## src/rtl/RVS192_user_parameters.sv

```systemverilog
// rtl/RVS192_user_parameters.sv - core-wide address split shared by the L1 memory blocks
package RVS192_user_parameters;

    localparam int BYTE_OFFSET = 2;
    localparam int WORD_OFFSET = 4;

endpackage

```

## src/rtl/l1_evict_buffer_pkg.sv

```systemverilog
// rtl/l1_evict_buffer_pkg.sv - sizes, drain FSM states and entry layout for the L1 evict buffer
package l1_evict_buffer_pkg;
    import RVS192_user_parameters::*;

    localparam int SLOT         = 4;
    localparam int DATA_LENGTH  = 32;
    localparam int ADDR_LENGTH  = 32;
    localparam int LINE_OFFSET  = BYTE_OFFSET + WORD_OFFSET;
    // derived so the tag always spans exactly the bits above the line offset
    localparam int VCTAG_LENGTH = ADDR_LENGTH - LINE_OFFSET;
    localparam int BUF_DEPTH    = 4;
    localparam int LINE_W       = SLOT * DATA_LENGTH;

    typedef enum logic [1:0] {
        IDLE    = 2'd0,
        WB_REQ  = 2'd1,
        VC_FILL = 2'd2
    } evict_state_e;

    typedef struct packed {
        logic [LINE_W-1:0]       data;
        logic [VCTAG_LENGTH-1:0] tag;
        logic                    dirty;
    } evict_entry_t;

    function automatic logic [ADDR_LENGTH-1:0] line_addr(input logic [VCTAG_LENGTH-1:0] tag);
        return {tag, LINE_OFFSET'(0)};
    endfunction

endpackage

```

## src/rtl/l1_evict_buffer_if.sv

```systemverilog
// rtl/l1_evict_buffer_if.sv - eviction, victim-cache fill, L2 writeback and lookup signals
interface l1_evict_buffer_if;
    import l1_evict_buffer_pkg::*;

    logic                    evict_valid;
    logic                    evict_ready;
    logic [LINE_W-1:0]       evict_data;
    logic [VCTAG_LENGTH-1:0] evict_tag;
    logic                    evict_dirty;
    logic                    vc_wen;
    logic [LINE_W-1:0]       vc_data;
    logic [VCTAG_LENGTH-1:0] vc_tag;
    logic                    wb_req;
    logic                    wb_ack;
    logic [ADDR_LENGTH-1:0]  wb_addr;
    logic [LINE_W-1:0]       wb_data;
    logic [ADDR_LENGTH-1:0]  lookup_addr;
    logic                    buf_hit;
    logic [DATA_LENGTH-1:0]  buf_data;
    logic                    empty;

    modport master (
        output evict_valid, evict_data, evict_tag, evict_dirty, wb_ack, lookup_addr,
        input  evict_ready, vc_wen, vc_data, vc_tag, wb_req, wb_addr, wb_data,
               buf_hit, buf_data, empty
    );

    modport slave (
        input  evict_valid, evict_data, evict_tag, evict_dirty, wb_ack, lookup_addr,
        output evict_ready, vc_wen, vc_data, vc_tag, wb_req, wb_addr, wb_data,
               buf_hit, buf_data, empty
    );

endinterface

```

## src/rtl/Configurable_Multiplexer.sv

```systemverilog
// rtl/Configurable_Multiplexer.sv - N-way word select; only elaborated when EVICT_BUF_FWD_EN is defined
`ifdef EVICT_BUF_FWD_EN
module Configurable_Multiplexer #(
    parameter int N = 4,
    parameter int W = 32
) (
    input  logic [$clog2(N)-1:0] sel,
    input  logic [N*W-1:0]       din,
    output logic [W-1:0]         dout
);

    assign dout = din[sel*W +: W];

endmodule
`endif

```

## src/rtl/l1_evict_buffer_fifo.sv

```systemverilog
// rtl/l1_evict_buffer_fifo.sv - evict_buffer_fifo: entry FIFO with occupancy and oldest-first view of all slots
module evict_buffer_fifo
    import l1_evict_buffer_pkg::*;
#(
    parameter int DEPTH = BUF_DEPTH
) (
    input  logic                                 clk_l1,
    input  logic                                 rst_n,
    input  logic                                 push,
    input  evict_entry_t                         push_entry,
    input  logic                                 pop,
    output evict_entry_t                         head,
    output logic                                 full,
    output logic                                 empty,
    output logic [$clog2(DEPTH):0]               count,
    output logic [DEPTH-1:0][VCTAG_LENGTH-1:0]   age_tag,
    output logic [DEPTH-1:0][LINE_W-1:0]         age_data,
    output logic [DEPTH-1:0]                     age_valid
);

    localparam int PW = $clog2(DEPTH);
    localparam int CW = PW + 1;

    evict_entry_t   mem [DEPTH];
    logic [PW-1:0]  wr_ptr;
    logic [PW-1:0]  rd_ptr;

    always_ff @(posedge clk_l1 or negedge rst_n) begin
        if (!rst_n) begin
            wr_ptr <= '0;
            rd_ptr <= '0;
            count  <= '0;
        end else begin
            if (push) wr_ptr <= wr_ptr + 1'b1;
            if (pop)  rd_ptr <= rd_ptr + 1'b1;
            case ({push, pop})
                2'b10:   count <= count + 1'b1;
                2'b01:   count <= count - 1'b1;
                default: count <= count;
            endcase
        end
    end

    // payload needs no reset: occupancy alone decides what is live
    always_ff @(posedge clk_l1) begin
        if (push) mem[wr_ptr] <= push_entry;
    end

    assign head  = mem[rd_ptr];
    assign full  = (count == CW'(DEPTH));
    assign empty = (count == '0);

    // index 0 is the oldest entry, so later slots are younger
    always_comb begin
        for (int i = 0; i < DEPTH; i++) begin
            age_tag[i]   = mem[rd_ptr + PW'(i)].tag;
            age_data[i]  = mem[rd_ptr + PW'(i)].data;
            age_valid[i] = (CW'(i) < count);
        end
    end

endmodule

```

## src/rtl/l1_evict_buffer.sv

```systemverilog
// rtl/l1_evict_buffer.sv - L1 eviction queue draining to victim cache with L2 writeback; EVICT_BUF_FWD_EN enables lookup forwarding
module l1_evict_buffer
    import l1_evict_buffer_pkg::*;
#(
    parameter int DEPTH = BUF_DEPTH
) (
    input  logic               clk_l1,
    input  logic               rst_n,
    l1_evict_buffer_if.slave   bus
);

    evict_state_e state;
    evict_state_e state_nxt;
    evict_entry_t push_entry;
    evict_entry_t head;
    logic         push;
    logic         pop;
    logic         fifo_full;
    logic         fifo_empty;
    logic         wb_req_d;
    logic         vc_wen_d;

    assign push_entry = '{data: bus.evict_data, tag: bus.evict_tag, dirty: bus.evict_dirty};
    assign push       = bus.evict_valid && !fifo_full;

`ifdef EVICT_BUF_FWD_EN
    logic [DEPTH-1:0][VCTAG_LENGTH-1:0] age_tag;
    logic [DEPTH-1:0][LINE_W-1:0]       age_data;
    logic [DEPTH-1:0]                   age_valid;
`endif

    evict_buffer_fifo #(.DEPTH(DEPTH)) u_fifo (
        .clk_l1     (clk_l1),
        .rst_n      (rst_n),
        .push       (push),
        .push_entry (push_entry),
        .pop        (pop),
        .head       (head),
        .full       (fifo_full),
        .empty      (fifo_empty),
        .count      (),
`ifdef EVICT_BUF_FWD_EN
        .age_tag    (age_tag),
        .age_data   (age_data),
        .age_valid  (age_valid)
`else
        .age_tag    (),
        .age_data   (),
        .age_valid  ()
`endif
    );

    always_ff @(posedge clk_l1 or negedge rst_n) begin
        if (!rst_n) state <= IDLE;
        else        state <= state_nxt;
    end

    always_comb begin
        state_nxt = state;
        case (state)
            IDLE:    if (!fifo_empty) state_nxt = head.dirty ? WB_REQ : VC_FILL;
            WB_REQ:  if (bus.wb_ack) state_nxt = VC_FILL;
            VC_FILL: state_nxt = IDLE;
            default: state_nxt = IDLE;
        endcase
    end

    // strobes decode from state only, so reset drops them without waiting for a clock
    always_comb begin
        wb_req_d = 1'b0;
        vc_wen_d = 1'b0;
        pop      = 1'b0;
        case (state)
            WB_REQ:  wb_req_d = 1'b1;
            VC_FILL: begin
                vc_wen_d = 1'b1;
                pop      = 1'b1;
            end
            default: ;
        endcase
    end

    assign bus.evict_ready = !fifo_full;
    assign bus.empty       = fifo_empty;
    assign bus.wb_req      = wb_req_d;
    assign bus.wb_addr     = line_addr(head.tag);
    assign bus.wb_data     = head.data;
    assign bus.vc_wen      = vc_wen_d;
    assign bus.vc_tag      = head.tag;
    assign bus.vc_data     = head.data;

`ifdef EVICT_BUF_FWD_EN
    logic [VCTAG_LENGTH-1:0]   lookup_tag;
    logic [$clog2(SLOT)-1:0]   word_sel;
    logic                      fwd_hit;
    logic [LINE_W-1:0]         fwd_line;
    wire                       unused_lookup = ^bus.lookup_addr[LINE_OFFSET-1:0];

    assign lookup_tag = bus.lookup_addr[ADDR_LENGTH-1:LINE_OFFSET];
    assign word_sel   = bus.lookup_addr[LINE_OFFSET +: $clog2(SLOT)];

    // walk oldest to youngest so the youngest duplicate tag wins
    always_comb begin
        fwd_hit  = 1'b0;
        fwd_line = '0;
        for (int i = 0; i < DEPTH; i++) begin
            if (age_valid[i] && (age_tag[i] == lookup_tag)) begin
                fwd_hit  = 1'b1;
                fwd_line = age_data[i];
            end
        end
    end

    Configurable_Multiplexer #(.N(SLOT), .W(DATA_LENGTH)) u_word_mux (
        .sel  (word_sel),
        .din  (fwd_line),
        .dout (bus.buf_data)
    );

    assign bus.buf_hit = fwd_hit;
`else
    wire unused_lookup = ^bus.lookup_addr;

    assign bus.buf_hit  = 1'b0;
    assign bus.buf_data = '0;
`endif

endmodule

```

## src/flat_wrapper.sv

```systemverilog
// flat-port wrapper written by rule: the top's interface ports become plain ports
module l1_evict_buffer_flat import l1_evict_buffer_pkg::*;
#(
    parameter int DEPTH = BUF_DEPTH
)
  (clk_l1, rst_n, bus_evict_valid, bus_evict_data, bus_evict_tag, bus_evict_dirty, bus_wb_ack, bus_lookup_addr, bus_evict_ready, bus_vc_wen, bus_vc_data, bus_vc_tag, bus_wb_req, bus_wb_addr, bus_wb_data, bus_buf_hit, bus_buf_data, bus_empty);
  l1_evict_buffer_if bus_i ();
  input  logic clk_l1;
  input  logic rst_n;
  input wire logic [$bits(bus_i.evict_valid)-1:0] bus_evict_valid;
  input wire logic [$bits(bus_i.evict_data)-1:0] bus_evict_data;
  input wire logic [$bits(bus_i.evict_tag)-1:0] bus_evict_tag;
  input wire logic [$bits(bus_i.evict_dirty)-1:0] bus_evict_dirty;
  input wire logic [$bits(bus_i.wb_ack)-1:0] bus_wb_ack;
  input wire logic [$bits(bus_i.lookup_addr)-1:0] bus_lookup_addr;
  output wire logic [$bits(bus_i.evict_ready)-1:0] bus_evict_ready;
  output wire logic [$bits(bus_i.vc_wen)-1:0] bus_vc_wen;
  output wire logic [$bits(bus_i.vc_data)-1:0] bus_vc_data;
  output wire logic [$bits(bus_i.vc_tag)-1:0] bus_vc_tag;
  output wire logic [$bits(bus_i.wb_req)-1:0] bus_wb_req;
  output wire logic [$bits(bus_i.wb_addr)-1:0] bus_wb_addr;
  output wire logic [$bits(bus_i.wb_data)-1:0] bus_wb_data;
  output wire logic [$bits(bus_i.buf_hit)-1:0] bus_buf_hit;
  output wire logic [$bits(bus_i.buf_data)-1:0] bus_buf_data;
  output wire logic [$bits(bus_i.empty)-1:0] bus_empty;
  assign bus_i.evict_valid = bus_evict_valid;
  assign bus_i.evict_data = bus_evict_data;
  assign bus_i.evict_tag = bus_evict_tag;
  assign bus_i.evict_dirty = bus_evict_dirty;
  assign bus_i.wb_ack = bus_wb_ack;
  assign bus_i.lookup_addr = bus_lookup_addr;
  assign bus_evict_ready = bus_i.evict_ready;
  assign bus_vc_wen = bus_i.vc_wen;
  assign bus_vc_data = bus_i.vc_data;
  assign bus_vc_tag = bus_i.vc_tag;
  assign bus_wb_req = bus_i.wb_req;
  assign bus_wb_addr = bus_i.wb_addr;
  assign bus_wb_data = bus_i.wb_data;
  assign bus_buf_hit = bus_i.buf_hit;
  assign bus_buf_data = bus_i.buf_data;
  assign bus_empty = bus_i.empty;
  l1_evict_buffer #(.DEPTH(DEPTH)) u_core (.clk_l1(clk_l1), .rst_n(rst_n), .bus(bus_i));
endmodule
```

## config.mk

```make
export PLATFORM = sky130hd
export DESIGN_NAME = l1_evict_buffer_flat
export DESIGN_NICKNAME = d
export VERILOG_FILES = /design/src/rtl/RVS192_user_parameters.sv /design/src/rtl/l1_evict_buffer_pkg.sv /design/src/rtl/l1_evict_buffer_if.sv /design/src/rtl/Configurable_Multiplexer.sv /design/src/rtl/l1_evict_buffer_fifo.sv /design/src/rtl/l1_evict_buffer.sv /design/src/flat_wrapper.sv
export SDC_FILE = /design/constraint.sdc
export NUM_CORES = 1
export LEC_CHECK = 0
export CORE_MARGIN = 2
export CORE_UTILIZATION = 45
export DETAILED_ROUTE_END_ITERATION = 6
export HOLD_SLACK_MARGIN = 0.05
export PLACE_DENSITY = 0.75
export SLEW_MARGIN = 20
export SYNTH_ARGS = -nofsm -noshare
export SYNTH_HDL_FRONTEND = slang
export SYNTH_SLANG_ARGS = --single-unit
```

## constraint.sdc

```tcl
create_clock -name clk_l1 -period 3.05 [get_ports clk_l1]
set_clock_uncertainty 0.2 [all_clocks]
set_input_delay 0.61 -clock clk_l1 [delete_from_list [all_inputs] [get_ports clk_l1]]
set_output_delay 0.61 -clock clk_l1 [all_outputs]
set_load 0.05 [all_outputs]
```

After elaboration in Yosys (flattened, before gate mapping)
Memory sizes are Yosys's and may differ from the RTL's.
Cells that the tools add are included.
Cells by class
  add/subtract/negate cells: 4
  mux-type cells: 9
  eq/ne operators: 7
  reduce and logical (&&, ||, !) cells: 6
Operator list (number)
  2-bit 2-to-1 mux: 3
  3-bit case mux with 2 select lines: 1
  2-bit by 1-bit adder with 2-bit output (second input constant): 2
  2-bit by 1-bit == test with 1-bit output (second input constant): 2
  2-bit == test (second input constant): 2
  1-bit 2-to-1 mux: 4
  2-bit != test (second input constant): 2
  2-bit case mux with 2 select lines: 1
  3-bit by 1-bit adder with 3-bit output (second input constant): 1
  3-bit == test (second input constant): 1
  3-bit zero test: 1
  3-bit by 1-bit subtractor with 3-bit output (second input constant): 1
  2-bit zero test: 1
  2-bit AND reduction: 1
  2-bit nonzero test: 1
  1-bit logical AND: 1
  1-bit zero test: 1
Storage, ports and cells
  memory bits (writable): 620
  output and inout bits: 351
  flip-flop bits (word level): 9
  logic and storage cells: 31
  memories: 1
Memories
  u_core.u_fifo.mem: words 4, bits a word 155, rd ports 1, clocked after Yosys merged registers in 0, write ports 1, line l1_evict_buffer_fifo.sv:24  | evict_entry_t mem [DEPTH];

Logic depth before layout (Yosys ltp)
  depth in word-level cells: 5
  depth in mapped cells: 9

By module
Synthesis repeated with hierarchy kept, for this count alone.
Unflattened totals
  cells, all modules: 1779
  area, all modules: 36971.7 sq um
Modules (own cells, without submodules)
  evict_buffer_fifo: area each 35392.7 sq um, instances 1, cells an instance 1574
  l1_evict_buffer: area each 1579.0 sq um, instances 1, cells an instance 205

Worst setup path before layout
Ideal clock, no wire load.
  path kind: flip-flop to flip-flop
  start point: reg u_core.u_fifo.count[2]
  end point: mem u_core.u_fifo.mem[0][0] (netlist name), enable pin
  data required time: 2.404 ns
  library setup time: 0.446 ns
  arrival time: 2.697 ns
  slack: -0.293 ns
  clock period less this slack: 3.343 ns
  path buffers: 0
  stages on the path, launching flop included: 3
  path through: dfrtp_1 -> or3b_4 -> and3_2
Between the ends
  longest elaborated chain between the ends: 5
Ends and longest elaborated chain
  start, declared: line l1_evict_buffer_fifo.sv:15  | output logic [$clog2(DEPTH):0] count,
  start signal, assigned: line l1_evict_buffer_fifo.sv:37  | 2'b10: count <= count + 1'b1;
  start signal, assigned: line l1_evict_buffer_fifo.sv:38  | 2'b01: count <= count - 1'b1;
  start signal, assigned: line l1_evict_buffer_fifo.sv:39  | default: count <= count;
  3-bit == test: line l1_evict_buffer_fifo.sv:50  | assign full = (count == CW'(DEPTH));
  1-bit zero test
  named net bus_evict_ready: line flat_wrapper.sv:16  | output wire logic [$bits(bus_i.evict_ready)-1:0] bus_evict_ready;
  1-bit logical AND: line l1_evict_buffer.sv:24  | assign push = bus.evict_valid && !fifo_full;
  1-bit 2-to-1 mux: line l1_evict_buffer_fifo.sv:46  | if (push) mem[wr_ptr] <= push_entry;
  1-bit 2-to-1 mux (implied by the code): line l1_evict_buffer_fifo.sv:46
  end, declared: line l1_evict_buffer_fifo.sv:24
The timed path passes the listed nets, and every way through them passes these cells.

Worst setup path in the final report
  start point: reg u_core.u_fifo.rd_ptr[0]
  end point: out bus_vc_data[22]
Between the ends
  longest elaborated chain between the ends: 1
Ends and longest elaborated chain
  start, declared: line l1_evict_buffer_fifo.sv:26  | logic [PW-1:0] rd_ptr;
  start signal, assigned: line l1_evict_buffer_fifo.sv:35  | if (pop) rd_ptr <= rd_ptr + 1'b1;
  memory 4 x 155 bit
  end, declared: line flat_wrapper.sv:18  | output wire logic [$bits(bus_i.vc_data)-1:0] bus_vc_data;
No other way between the ends.

==> results.md <==
* Mapped cell area at 24400 um2
* Initial antenna violation count at 9
* CTS tree: yes
* Total global routing overflow at 0
* Area post-placement at 28300 um2
* DR WL/cell at 24.0 um
* Unrepaired setup endpoints after global routing: yes
* Crit path kind: reg2out
* Largest net degree at the start of global routing at 76
* Fraction of the yosys area taken by sequential cells at 0.774
* Final instance area at 32300 um2
* Gp weighted congestion at 0.732
* Critical path startpoint category: flip-flop
* Multiplexer area fraction after synthesis at 0.144
* Vias in the first global route at approximately 12000
* Vias at 11500
* Die ar. at 56000 um2
* Post-synth EDFFs at 620
* Peak Freq at 0.316 GHz
* Setup slack after layout at -110 ps
* Total GRT Usage at 0.184
* Compound-Gate Fraction of Synth Area at 0.000565
* CTS Sinks at 629
* Die width at 237 um
* Area delta synth->final at 32.6%
* Final ANT Viol Nets at 0
* Port bufs at 470
* Violated checks: negative setup slack
* First-pass DRT Iterations at 5
* Main combinational cell family by area after synthesis: multiplexers
* Post-synth cell types at 25
* Reg-to-reg startpoint: u_core.u_fifo.count[0]
* List of most frequent post-synthesis cells: edfxtp_1 (620), buf_4 (194), mux4_2 (155)
* Core ar. at 53700 um2
* Clock latency on the worst-skew pair at 610 ps
* Data arrival, critical path at 2350 ps
* Post-Synth XOR/XNOR Area at 0.00216
* Post-route clock period utilization at 1.04
* Largest area contributor in the netlist: edfxtp_1
* First-pass GRT wire length at 76400 um
* Num CTS Buffers at between 60 and 70
* Slew @ Worst Pin at 530 ps
* Rel. slew slack at 0.645
* Primary FF master, synth: edfxtp_1
* # IOs at around 540
* Deepest clock path buffer count at 3
* Final nets at approximately 1700
* Seq cells post-synth at 629
* # rows at 85
* Final core utilization at 0.601
* Post-Syn Instances at 1050
* Root Driver: clkbuf_16
* Synth area leaders: edfxtp_1 (76%), mux4_2 (14%), buf_4 (6.0%), dfrtp_1 (0.92%), buf_6 (0.79%)
* First DRT Iteration DRCs at slightly below 700
* Simple logic cell fraction of the synthesized area at 0.00349
* Critical path endpoint category: output pin
* Worst Path Required at 2240 ps
* Post-Synth Adder-Cell Area at 0.00339
* Starting Density at 0.453
* Routed WL at 53500 um
* Launch point of the worst path: u_core.u_fifo.rd_ptr[0]
* YS warnings at 0
* Pins Over Slew Limit at 0
* Setup Viol. Count Final at 192
* Synth Area per Inst at 23.2 um2
* Fraction of registers with async set/reset at 0.0143
* Status: finished, violations left
* Maximum fanout along the worst path at 7
* Final-report hold violation count at 0
* Clk pin slew, worst setup/hold paths at 60 ps
* Vias/cell at 5.17
* HPWL after DPL at 31800 um
* # fillers at approximately 3600
* Period minus WS final at 3160 ps
* H-tree depth at 2
* Max_cap viols at 0
* Count leader, synth: edfxtp_1
* Share of layout cells above drive strength 1 at 0.432
* Residual DRC at 0
* Worst min-delay path class: in2async
* Area share of the largest cell type after synthesis at 0.764
* Die Ht at around 240 um
cell type report:
cell class                      instances  area [um2]  area share
Tap cell                              696         871      0.0270
Timing Repair Buffer                  558        6460       0.200
Multi-Input combinational cell        223        3910       0.121
Antenna cell                            3        7.51    0.000233
Clock buffer                           67        1590      0.0493
Inverter                                8        30.0    0.000930
Clock inverter                         48         558      0.0173
Sequential cell                       629       18900       0.584
flip-flops by register name, indices dropped and copies added, names as in the netlist:
name                  count
u_core.u_fifo.mem       620
u_core.state              2
u_core.u_fifo.count       3
u_core.u_fifo.wr_ptr      2
u_core.u_fifo.rd_ptr      2
timing repair:
| action | CTS | global route |
|---|---|---|
| cloned | 9 | 4 |
| setup endpoints to repair | 307 | 293 |
| buffers inserted | 16 | 8 |
| pin swaps | 0 | 0 |
| hold buffers | 0 | 0 |
| gates resized for setup | 252 | 152 |
stage by stage:
step                      hold WS, ps  worst slack, ps  TNS (ps)  instances
after floorplan                   114             -293   -181930       1088
after global placement            277              159         0       2081
after detailed placement          278              136         0       2081
after CTS                        74.5             -198    -29280       2220
after global routing              103             -183    -25240       2232
final                             104             -110     -4730       2232
cells in the final DEF, fill, tap and decap left out, drive strengths merged, types with 2 or more instances in the layout:
| cell type | count |
|---|---|
| dfrtp | 9 |
| bufbuf | 2 |
| buf | 376 |
| inv | 10 |
| xor2 | 3 |
| dlygate4sd2 | 2 |
| clkbuf | 72 |
| and3 | 4 |
| xnor2 | 3 |
| nand2 | 2 |
| clkinv | 27 |
| diode | 3 |
| clkdlybuf4s50 | 160 |
| nor2b | 2 |
| mux4 | 155 |
| clkinvlp | 7 |
| ha | 5 |
| edfxtp | 620 |
| conb | 39 |
| clkdlybuf4s15 | 13 |
| bufinv | 12 |
path summary, 6_finish.rpt:
kind                                            to  slack, ps  cells past startpoint
max                                bus_vc_data[22]       -110                      6
min                         u_core.u_fifo.count[0]        100                      1
max reg2reg                 u_core.u_fifo.count[2]        630                      9
min reg2reg                 u_core.u_fifo.count[2]        290                      1
max in group asynchronous  u_core.u_fifo.rd_ptr[1]       2210                      1
min in group clk_l1         u_core.u_fifo.count[2]        290                      1
worst max-delay path, stage by stage (launching register included):
cell     delay (ps)
dfrtp_4         510
buf_6           140
buf_12          150
buf_12          130
buf_16          130
mux4_2          490
buf_8           180
per-layer routing:
metal,vias up,routed length (um),GRT usage
li1,4939,-,-
met1,6079,19500,0.220
met2,433,29500,0.330
met3,74,3440,0.0453
met4,12,955,0.0545
met5,-,86,0
kinds of logic (layout without fill, tap and decap cells):
| logic type | count (synthesis) | after routing |
|---|---|---|
| and+or+nand+nor | 13 | 13 |
| AOI/OAI and AO/OA | 2 | 2 |
| adders and majority gates | 6 | 6 |
| other | 1 | 42 |
| xor gates and xnor gates | 6 | 6 |
| DFF | 629 | 629 |
| buffers and inverters | 236 | 681 |
| muxes | 157 | 157 |
Power is not shown: default switching activity piles up to over one toggle a cycle in this logic, so the estimate is an artifact.
